`src/rtl/smmha_package.sv`:
```
// Shared types and constants for the smmha engine datapath.
package smmha_package;

   localparam int MAC_CNT_LEN = 1024;
   localparam int MAC_CNT_W   = $clog2(MAC_CNT_LEN) + 1;

   localparam logic [2:0] SMMHA_OP_PASS = 3'd0;
   localparam logic [2:0] SMMHA_OP_ADD  = 3'd1;
   localparam logic [2:0] SMMHA_OP_SUB  = 3'd2;
   localparam logic [2:0] SMMHA_OP_MUL  = 3'd3;
   localparam logic [2:0] SMMHA_OP_SHL  = 3'd4;
   localparam logic [2:0] SMMHA_OP_SHR  = 3'd5;
   localparam logic [2:0] SMMHA_OP_AND  = 3'd6;
   localparam logic [2:0] SMMHA_OP_XOR  = 3'd7;

   typedef struct packed {
      logic        clear;
      logic        start;
      logic [31:0] len;
      logic [31:0] operand;
      logic [31:0] operaton;
   } ctrl_engine_t;

   typedef struct packed {
      logic [MAC_CNT_W-1:0] cnt;
      logic                 done;
   } flags_engine_t;

   typedef enum logic [1:0] {ENG_IDLE, ENG_RUN, ENG_DONE} state_engine_t;

endpackage

```
`src/rtl/hwpe_stream_intf_stream.sv`:
```
// Minimal valid/ready/data/strb stream interface used by the engine ports.
interface hwpe_stream_intf_stream #(
   parameter int DATA_WIDTH = 32
) ();
   logic                    valid;
   logic                    ready;
   logic [DATA_WIDTH-1:0]   data;
   logic [DATA_WIDTH/8-1:0] strb;

   modport source (output valid, data, strb, input ready);
   modport sink   (input valid, data, strb, output ready);
endinterface

```
`src/rtl/smmha_alu.sv`:
```
// Combinational element-wise operator f(a, operand, op).
// With SMMHA_SAT_EN defined, ADD/SUB are signed and saturating.
module smmha_alu
   import smmha_package::*;
(
   input  logic [31:0] a,
   input  logic [31:0] operand,
   input  logic [2:0]  op,
   output logic [31:0] res
);
   logic [31:0] sum;
   logic [31:0] diff;
   logic [31:0] prod;
   logic [31:0] add_res;
   logic [31:0] sub_res;

   assign sum  = a + operand;
   assign diff = a - operand;
   assign prod = a * operand;

`ifdef SMMHA_SAT_EN
   logic        add_ovf;
   logic        sub_ovf;
   logic [31:0] sat_val;

   // Overflow is only possible when the result sign disagrees with a's sign.
   assign add_ovf = (a[31] == operand[31]) && (sum[31]  != a[31]);
   assign sub_ovf = (a[31] != operand[31]) && (diff[31] != a[31]);
   assign sat_val = a[31] ? 32'h8000_0000 : 32'h7FFF_FFFF;
   assign add_res = add_ovf ? sat_val : sum;
   assign sub_res = sub_ovf ? sat_val : diff;
`else
   assign add_res = sum;
   assign sub_res = diff;
`endif

   always_comb begin
      res = a;
      case (op)
         SMMHA_OP_PASS: res = a;
         SMMHA_OP_ADD:  res = add_res;
         SMMHA_OP_SUB:  res = sub_res;
         SMMHA_OP_MUL:  res = prod;
         SMMHA_OP_SHL:  res = a << operand[4:0];
         SMMHA_OP_SHR:  res = a >> operand[4:0];
         SMMHA_OP_AND:  res = a & operand;
         SMMHA_OP_XOR:  res = a ^ operand;
         default:       res = a;
      endcase
   end

endmodule

```
`src/rtl/smmha_engine.sv`:
```
// smmha datapath stage: FSM, counters and registered output for a[i] OP operand.
// Optional SMMHA_SAT_EN selects saturating signed ADD/SUB inside smmha_alu.
module smmha_engine
   import smmha_package::*;
#(
   parameter int DATA_WIDTH = 32,
   parameter int CNT_MAX    = MAC_CNT_LEN
) (
   input  logic                   clk_i,
   input  logic                   rst_ni,
   input  logic                   test_mode_i,
   hwpe_stream_intf_stream.sink   a,
   hwpe_stream_intf_stream.source d,
   input  ctrl_engine_t           ctrl_i,
   output flags_engine_t          flags_o
);
   localparam int CW = $clog2(CNT_MAX) + 1;

   state_engine_t           state_reg;
   logic [2:0]              op_reg;
   logic [31:0]             operand_reg;
   logic [CW-1:0]           len_reg;
   logic [CW-1:0]           in_cnt_reg;
   logic [CW-1:0]           cnt_reg;
   logic                    d_valid_reg;
   logic [DATA_WIDTH-1:0]   d_data_reg;
   logic [DATA_WIDTH/8-1:0] d_strb_reg;
   logic                    done_reg;

   logic                    a_hs;
   logic                    d_hs;
   logic [31:0]             alu_res;
   logic [CW-1:0]           len_eff;
   logic                    unused_bits;

   assign unused_bits = ^{test_mode_i, ctrl_i.operaton[31:3]};

   assign len_eff = (ctrl_i.len > 32'(CNT_MAX)) ? CW'(CNT_MAX) : CW'(ctrl_i.len);

   assign a.ready = (state_reg == ENG_RUN) && (in_cnt_reg < len_reg)
                    && (!d_valid_reg || d.ready);
   assign a_hs    = a.valid && a.ready;
   assign d_hs    = d_valid_reg && d.ready;

   smmha_alu u_alu (
      .a       (a.data),
      .operand (operand_reg),
      .op      (op_reg),
      .res     (alu_res)
   );

   always_ff @(posedge clk_i or negedge rst_ni) begin
      if (!rst_ni) begin
         state_reg   <= ENG_IDLE;
         op_reg      <= '0;
         operand_reg <= '0;
         len_reg     <= '0;
         in_cnt_reg  <= '0;
         cnt_reg     <= '0;
         d_valid_reg <= 1'b0;
         d_data_reg  <= '0;
         d_strb_reg  <= '0;
         done_reg    <= 1'b0;
      end else if (ctrl_i.clear) begin
         // Abort: the held word is dropped without a d handshake.
         state_reg   <= ENG_IDLE;
         in_cnt_reg  <= '0;
         cnt_reg     <= '0;
         d_valid_reg <= 1'b0;
         done_reg    <= 1'b0;
      end else begin
         case (state_reg)
            ENG_IDLE: begin
               done_reg <= 1'b0;
               if (ctrl_i.start) begin
                  op_reg      <= ctrl_i.operaton[2:0];
                  operand_reg <= ctrl_i.operand;
                  len_reg     <= len_eff;
                  in_cnt_reg  <= '0;
                  cnt_reg     <= '0;
                  if (len_eff == '0) begin
                     state_reg <= ENG_DONE;
                     done_reg  <= 1'b1;
                  end else begin
                     state_reg <= ENG_RUN;
                  end
               end
            end
            ENG_RUN: begin
               if (a_hs) begin
                  in_cnt_reg  <= in_cnt_reg + CW'(1);
                  d_data_reg  <= alu_res;
                  d_strb_reg  <= a.strb;
                  d_valid_reg <= 1'b1;
               end else if (d_hs) begin
                  d_valid_reg <= 1'b0;
               end
               if (d_hs) begin
                  cnt_reg <= cnt_reg + CW'(1);
                  if ((cnt_reg + CW'(1)) == len_reg) begin
                     state_reg <= ENG_DONE;
                     done_reg  <= 1'b1;
                  end
               end
            end
            ENG_DONE: begin
               done_reg  <= 1'b0;
               state_reg <= ENG_IDLE;
            end
            default: begin
               state_reg <= ENG_IDLE;
               done_reg  <= 1'b0;
            end
         endcase
      end
   end

   assign d.valid      = d_valid_reg;
   assign d.data       = d_data_reg;
   assign d.strb       = d_strb_reg;
   assign flags_o.cnt  = MAC_CNT_W'(cnt_reg);
   assign flags_o.done = done_reg;

endmodule

```
`src/flat_wrapper.sv`:
```
// flat-port wrapper written by rule: the top's interface ports become plain ports
module smmha_engine_flat import smmha_package::*;
#(
   parameter int DATA_WIDTH = 32,
   parameter int CNT_MAX    = MAC_CNT_LEN
)
  (clk_i, rst_ni, test_mode_i, ctrl_i, flags_o, a_valid, a_data, a_strb, a_ready, d_valid, d_data, d_strb, d_ready);
  hwpe_stream_intf_stream #(.DATA_WIDTH(DATA_WIDTH)) a_i ();
  hwpe_stream_intf_stream #(.DATA_WIDTH(DATA_WIDTH)) d_i ();
  input  logic clk_i;
  input  logic rst_ni;
  input  logic test_mode_i;
  input  ctrl_engine_t ctrl_i;
  output flags_engine_t flags_o;
  input wire logic [$bits(a_i.valid)-1:0] a_valid;
  input wire logic [$bits(a_i.data)-1:0] a_data;
  input wire logic [$bits(a_i.strb)-1:0] a_strb;
  output wire logic [$bits(a_i.ready)-1:0] a_ready;
  output wire logic [$bits(d_i.valid)-1:0] d_valid;
  output wire logic [$bits(d_i.data)-1:0] d_data;
  output wire logic [$bits(d_i.strb)-1:0] d_strb;
  input wire logic [$bits(d_i.ready)-1:0] d_ready;
  assign a_i.valid = a_valid;
  assign a_i.data = a_data;
  assign a_i.strb = a_strb;
  assign a_ready = a_i.ready;
  assign d_valid = d_i.valid;
  assign d_data = d_i.data;
  assign d_strb = d_i.strb;
  assign d_i.ready = d_ready;
  smmha_engine #(.DATA_WIDTH(DATA_WIDTH), .CNT_MAX(CNT_MAX)) u_core (.clk_i(clk_i), .rst_ni(rst_ni), .test_mode_i(test_mode_i), .a(a_i), .d(d_i), .ctrl_i(ctrl_i), .flags_o(flags_o));
endmodule
```
`config.mk`:
```
export PLATFORM = sky130hd
export DESIGN_NAME = smmha_engine_flat
export DESIGN_NICKNAME = d
export VERILOG_FILES = /design/src/rtl/smmha_package.sv /design/src/rtl/hwpe_stream_intf_stream.sv /design/src/rtl/smmha_alu.sv /design/src/rtl/smmha_engine.sv /design/src/flat_wrapper.sv
export SDC_FILE = /design/constraint.sdc
export NUM_CORES = 2
export LEC_CHECK = 0
export CORE_AREA = 3 3 202 253
export DETAILED_ROUTE_END_ITERATION = 10
export DIE_AREA = 0 0 205 256
export DONT_BUFFER_PORTS = 1
export HOLD_SLACK_MARGIN = 0.06
export PLACE_DENSITY_LB_ADDON = 0.1
export SLEW_MARGIN = 5
export SYNTH_ARGS = -nofsm -noshare
export SYNTH_HDL_FRONTEND = slang
export SYNTH_SLANG_ARGS = --single-unit
export TNS_END_PERCENT = 50
```
`constraint.sdc`:
```
create_clock -name clk_i -period 14 [get_ports clk_i]
set_input_delay 0.7 -clock clk_i [delete_from_list [all_inputs] [get_ports clk_i]]
set_output_delay 0.7 -clock clk_i [all_outputs]
set_load 0.01 [all_outputs]
```
# Word-level counts from Yosys, hierarchy flattened

Cells that the tools add are included.

Add/subtract/negate cells: 4
Multiply operators: 1
Divide/modulo/power cells: 0
Order comparisons: 2
Eq/ne operators: 13
Shift-type cells: 2
Muxes and demuxes: 25
Bitwise logic cells: 3
Reduce and logical (&&, ||, !) cells: 19

Operators by type and width:

| kind                                                                   | number |
|---|---|
| 32-bit one-hot mux with 8 select lines                                 | 1 |
| 11-bit 2-to-1 mux                                                      | 6 |
| 11-bit one-hot mux with 2 select lines                                 | 2 |
| 32-bit adder                                                           | 1 |
| 32-bit AND                                                             | 1 |
| 32-bit by 11-bit > comparator with 1-bit output, second input constant | 1 |
| 32-bit by 32-bit multiplier with 32-bit output                         | 1 |
| 32-bit by 5-bit left shift with 32-bit output                          | 1 |
| 32-bit by 5-bit >> shifter with 32-bit output                          | 1 |
| 32-bit subtractor                                                      | 1 |
| 32-bit XOR                                                             | 1 |
| 11-bit by 1-bit adder with 11-bit output, second input constant        | 2 |
| 3-bit AND reduction                                                    | 5 |
| 3-bit equality test, second input constant                             | 4 |
| 11-bit equality test                                                   | 1 |
| 11-bit logical NOT                                                     | 1 |
| 11-bit less-than comparator                                            | 1 |
| 2-bit 2-to-1 mux                                                       | 5 |
| 1-bit 2-to-1 mux                                                       | 9 |
| 3-bit by 2-bit equality test with 1-bit output, second input constant  | 2 |
| 3-bit by 2-bit != test with 1-bit output, second input constant        | 2 |
| 3-bit != test, second input constant                                   | 2 |
| 3-bit nonzero test                                                     | 2 |
| 1-bit logical AND                                                      | 4 |
| other kinds (11)                                                       | 12 |

Register bits after elaboration: 108
Bits in latches: 0
RAM bits: 0
Memory bits (read-only): 0
Memories kept: 0

# Logic depth before layout (Yosys ltp)

Word-level depth: 7
Mapped depth: 31

# Cells and area by module

From an unflattened synthesis, not the netlist that was laid out.

Cells, all modules: 3,259
Area, all modules: 27,869.2 µm²

By module, submodules not included:

| module       | instances | cells an instance | area each (µm²) |
|---|---|---|---|
| smmha_alu    | 1         | 2,753             | 22,713.0 |
| smmha_engine | 1         | 506               | 5,156.2 |

# Worst setup path after synthesis

OpenSTA, ideal clock, no wires.

Path kind: reg-to-reg
From: register u_core.operand_reg[4]
To: register u_core.d_data_reg[28], in the netlist u_core.d.data[28]
Data arrival time: 8,024 ps
Required time: 13,918 ps
Setup slack: 5,894 ps
Cell stages (with the launch flop): 28
Buffers on the path: 5
Cells stage by stage: dfrtp_1 clkbuf_1 buf_1 clkbuf_1 clkbuf_1 clkbuf_1 and2_1 fa_1 inv_1 fa_1 fa_1 fa_1 inv_1 fa_1 inv_1 fa_1 inv_1 fa_1 fa_1 ha_1 a21o_1 a221o_1 a21oi_1 o311ai_1 a2111oi_1 o21a_1 o21ai_0 a31oi_1

Cells in the longest elaborated chain, start to end: 2
Elaborated cells on any way between the ends: 6
Classes of those cells: 2 x add/sub; 1 x mul; 2 x shift; 1 x mux

Ends and longest elaborated chain:

| what                                                                   | line               | source |
|---|---|---|
| from (decl)                                                            | smmha_engine.sv:21 | `logic [31:0] operand_reg;` |
| from (signal assigned)                                                 | smmha_engine.sv:77 | `operand_reg <= ctrl_i.operand;` |
| 32-bit by 32-bit multiplier with 32-bit output (tied with other cells) | smmha_alu.sv:19    | `assign prod = a * operand;` |
| 32-bit one-hot mux with 8 select lines (*)                             | smmha_alu.sv:39    | `case (op)` |
| to (signal assigned)                                                   | smmha_engine.sv:92 | `d_data_reg <= alu_res;` |
| to (decl)                                                              | smmha_engine.sv:26 | `logic [DATA_WIDTH-1:0] d_data_reg;` |

Every way passes the cells marked *; elsewhere a longest branch is shown, timed or not.
A chain may end at the register's enable or synchronous reset.

# Worst setup path after layout

From: register u_core.operand_reg[5]
To: register u_core.d_data_reg[28], in the netlist u_core.d.data[28]

Cells in the longest elaborated chain, start to end: 2
Elaborated cells on any way between the ends: 4
Classes of those cells: 2 x add/sub; 1 x mul; 1 x mux

Ends and longest elaborated chain:

| what                                                                   | line |
|---|---|
| 32-bit by 32-bit multiplier with 32-bit output (tied with other cells) | smmha_alu.sv:19 |
| 32-bit one-hot mux with 8 select lines (*)                             | smmha_alu.sv:39 |

Marked as above.

==> impl_metrics.env <==
export IMPL_status="completed"
export IMPL_cts_buffers_inserted=9
export IMPL_cts_sinks=108
export IMPL_antenna_found_initial=6
export IMPL_cts_htree_levels=3
export IMPL_path_max_fanout=23
export IMPL_synth_seq_area_share_pct=9.757
export IMPL_grt_max_degree=109
export IMPL_start_kind="register"
export IMPL_rows=91
export IMPL_place_congestion=0.9653
export IMPL_tightest_slew_ns=1.052
export IMPL_grt_pass1_vias=24610
export IMPL_tns_ns=0
export IMPL_initial_core_util_pct=56.31
export IMPL_fin_crit_sh_pct=60.50
export IMPL_drt_met1_wl_mm=35.34
export IMPL_rsz0062_at_grt="false"
export IMPL_hp_class="in2async"
export IMPL_clk_root_buffer_cell="clkbuf_16"
export IMPL_synth_cell_types=81
export IMPL_cts_setup_buffers=0
export IMPL_synthCells=3211
export IMPL_worstSetupEndpointType="register"
export IMPL_drc=0
export IMPL_grt_overflow_total=0
export IMPL_cap_violations=0
export IMPL_min_period_ns=8.470
export IMPL_relSlewSlack_pct=28.06
export IMPL_clk_latency_ns=0.41
export IMPL_fp_coreArea_um2=49190
export IMPL_wl_per_cell_um=25.14
export IMPL_grt_pass1_wl_mm=143.2
export IMPL_clkTransAtPathRegs_ns=0.10
export IMPL_synth_area_um2=27700
export IMPL_area_delta_synth_final_pct=2.209
export IMPL_finalNetCount=3788
export IMPL_dp_slack_ns=5.755
export IMPL_worst_slack_ns=5.530
export IMPL_drive_above_1_share_pct=4.860
export IMPL_postRouteAntennaNets=0
export IMPL_wl_met3_mm=7.830
export IMPL_avgViaCountPerCell=6.272
export IMPL_port_buffers=0
export IMPL_yosys_register_bits=108
export IMPL_die_height_um=256
export IMPL_wl_mm=93.01
export IMPL_dr_wl_met2_mm=44.26
export IMPL_setup_viol=0
export IMPL_yosysWarnings=0
export IMPL_max_freq_mhz=118.1
export IMPL_finalHoldViolations=0
export IMPL_syn_nets=3959
export IMPL_finClkSkew_ns=0.02205
export IMPL_die_area_um2=52480
export IMPL_arrival_ns=8.73
export IMPL_drt_iter0_markers=2299
export IMPL_synth_ff_type="dfrtp_1"
export IMPL_slew_violations=0
export IMPL_firstDrtPassIters=8
export IMPL_route_vias_total=23210
export IMPL_cts_buffer_depth=2
export IMPL_critical_path_required_ns=14.26
export IMPL_ioPinCount=189
export IMPL_syn_avg_cell_area_um2=8.626
export IMPL_highest_layer="met5"
export IMPL_grt_use_total_pct=35.83
export IMPL_hpwl_mm=66.05
export IMPL_synth_edf_count=0
export IMPL_cts_tree="yes"
export IMPL_synthArstFlopShare_pct=100.0
export IMPL_crit_type="reg2reg"
export IMPL_die_x_um=205
[synth_stat cells, types with 52 or more instances]
master	n	area share, %
mux2i_1	90	3.3
fa_1	409	30
o21ai_0	123	2.2
dfrtp_1	108	9.8
ha_1	200	9.0
nor2_1	162	2.2
a21oi_1	134	2.4
xnor2_1	114	3.6
and2_1	321	7.3
mux4_2	52	4.2
inv_1	417	5.7
clkbuf_1	191	2.6
nand2_1	413	5.6
[stage by stage]
stage,utilization [%],std cells,instance area (µm²),hold WS (ns)
finish,57.55,3700,28310,0.2177
global route,57.54,3697,28300,0.2691
CTS,57.53,3696,28300,0.2663
detailed placement,56.85,3679,27960,0.4078
global placement,56.85,3679,27960,0.4077
floorplan,-,3211,27700,0.4044
[cell families after synthesis]
kind of cell	after synthesis	share of synthesized area, %
buffers and inverters	640	8.795
adder cells (fa/ha/maj)	610	38.63
multiplexers	160	8.212
AO/OA/AOI/OAI	476	10.88
XOR/XNOR	154	4.946
AND/OR/NAND/NOR	1063	18.78
flip-flops	108	9.757
[timing repair]
item                                   in CTS  in global routing
endpoints found under the hold margin     108                  0
hold buffers                                1                  0
gates resized for setup                     0                  0
[path summary, 6_finish.rpt]
kind                                                   start                                 to  slack, ns  cells past startpoint
setup / recovery           u_core.operand_reg[5]$_DFFE_PN0P_      u_core.d.data[28]$_DFFE_PN0P_       5.53                     22
hold / removal                                        rst_ni      u_core.cnt_reg[3]$_DFFE_PN0P_       0.22                      1
setup reg to reg           u_core.operand_reg[5]$_DFFE_PN0P_      u_core.d.data[28]$_DFFE_PN0P_       5.53                     22
hold reg to reg               u_core.len_reg[10]$_DFFE_PN0P_     u_core.len_reg[10]$_DFFE_PN0P_       0.56                      2
max in group asynchronous                             rst_ni  u_core.operand_reg[3]$_DFFE_PN0P_      13.20                      1
min in group clk_i                                ctrl_i[97]         u_core.d.valid$_DFFE_PN0P_       0.37                      1
[cells in the final DEF, fill, tap and decap left out, drive strengths merged, types with 6 or more instances in the layout]
cell type  Yosys  final
inv          417    421
nand2        413    413
fa           409    409
and2         321    321
ha           200    200
nor2         162    162
a21oi        134    134
o21ai        127    127
xnor2        115    115
dfrtp        108    108
mux2i         90     90
mux4          52     52
buf           31     40
xor2          38     38
nor3          37     37
o22ai         33     33
nand3         24     24
a211oi        24     24
nand2b        19     19
mux2          18     18
a21o          17     17
o221ai        17     17
or3           15     15
and3          15     15
nor2b         14     14
a221oi        14     14
o31ai         12     12
o21a          12     12
nor4          12     12
o21bai        11     11
a31oi         11     11
nand4          9      9
clkbuf       191      9
a211o          7      7
a22o           6      6
a2111oi        6      6
[layer usage]
layer,up-vias,track usage (%)
met4,2,17.99
met3,274,6.844
li1,10060,-
met5,-,1.128
met1,11770,45.22
met2,1096,58.66
[final cells by class]
class / count / area, µm²
clock inverter: 7 / 86.33
timing repair buffer: 40 / 320.3
tap: 651 / 814.5
sequential: 108 / 2720
fill: 4537 / 20880
antenna: 4 / 10.01
clock buffer: 9 / 225.2
inverter: 418 / 1569
multi-input combinational: 2463 / 22560
[worst max-delay path, cell delays in order, from the launching register on]
cell	delay (ns)
dfrtp_1	1.07
and2_1	0.27
fa_1	0.42
fa_1	0.49
fa_1	0.52
inv_1	0.05
fa_1	0.50
inv_1	0.06
fa_1	0.50
inv_1	0.06
fa_1	0.55
inv_1	0.05
fa_1	0.50
fa_1	0.44
ha_1	0.38
a21o_1	0.19
a221o_1	0.35
a21oi_1	0.34
o311ai_1	0.23
a2111oi_1	0.55
nor3_1	0.08
o21ai_0	0.57
a31oi_1	0.15
Power is left out: the tool's default activity adds up to more than one toggle a clock period on the data nets, which glitch-free logic cannot reach.
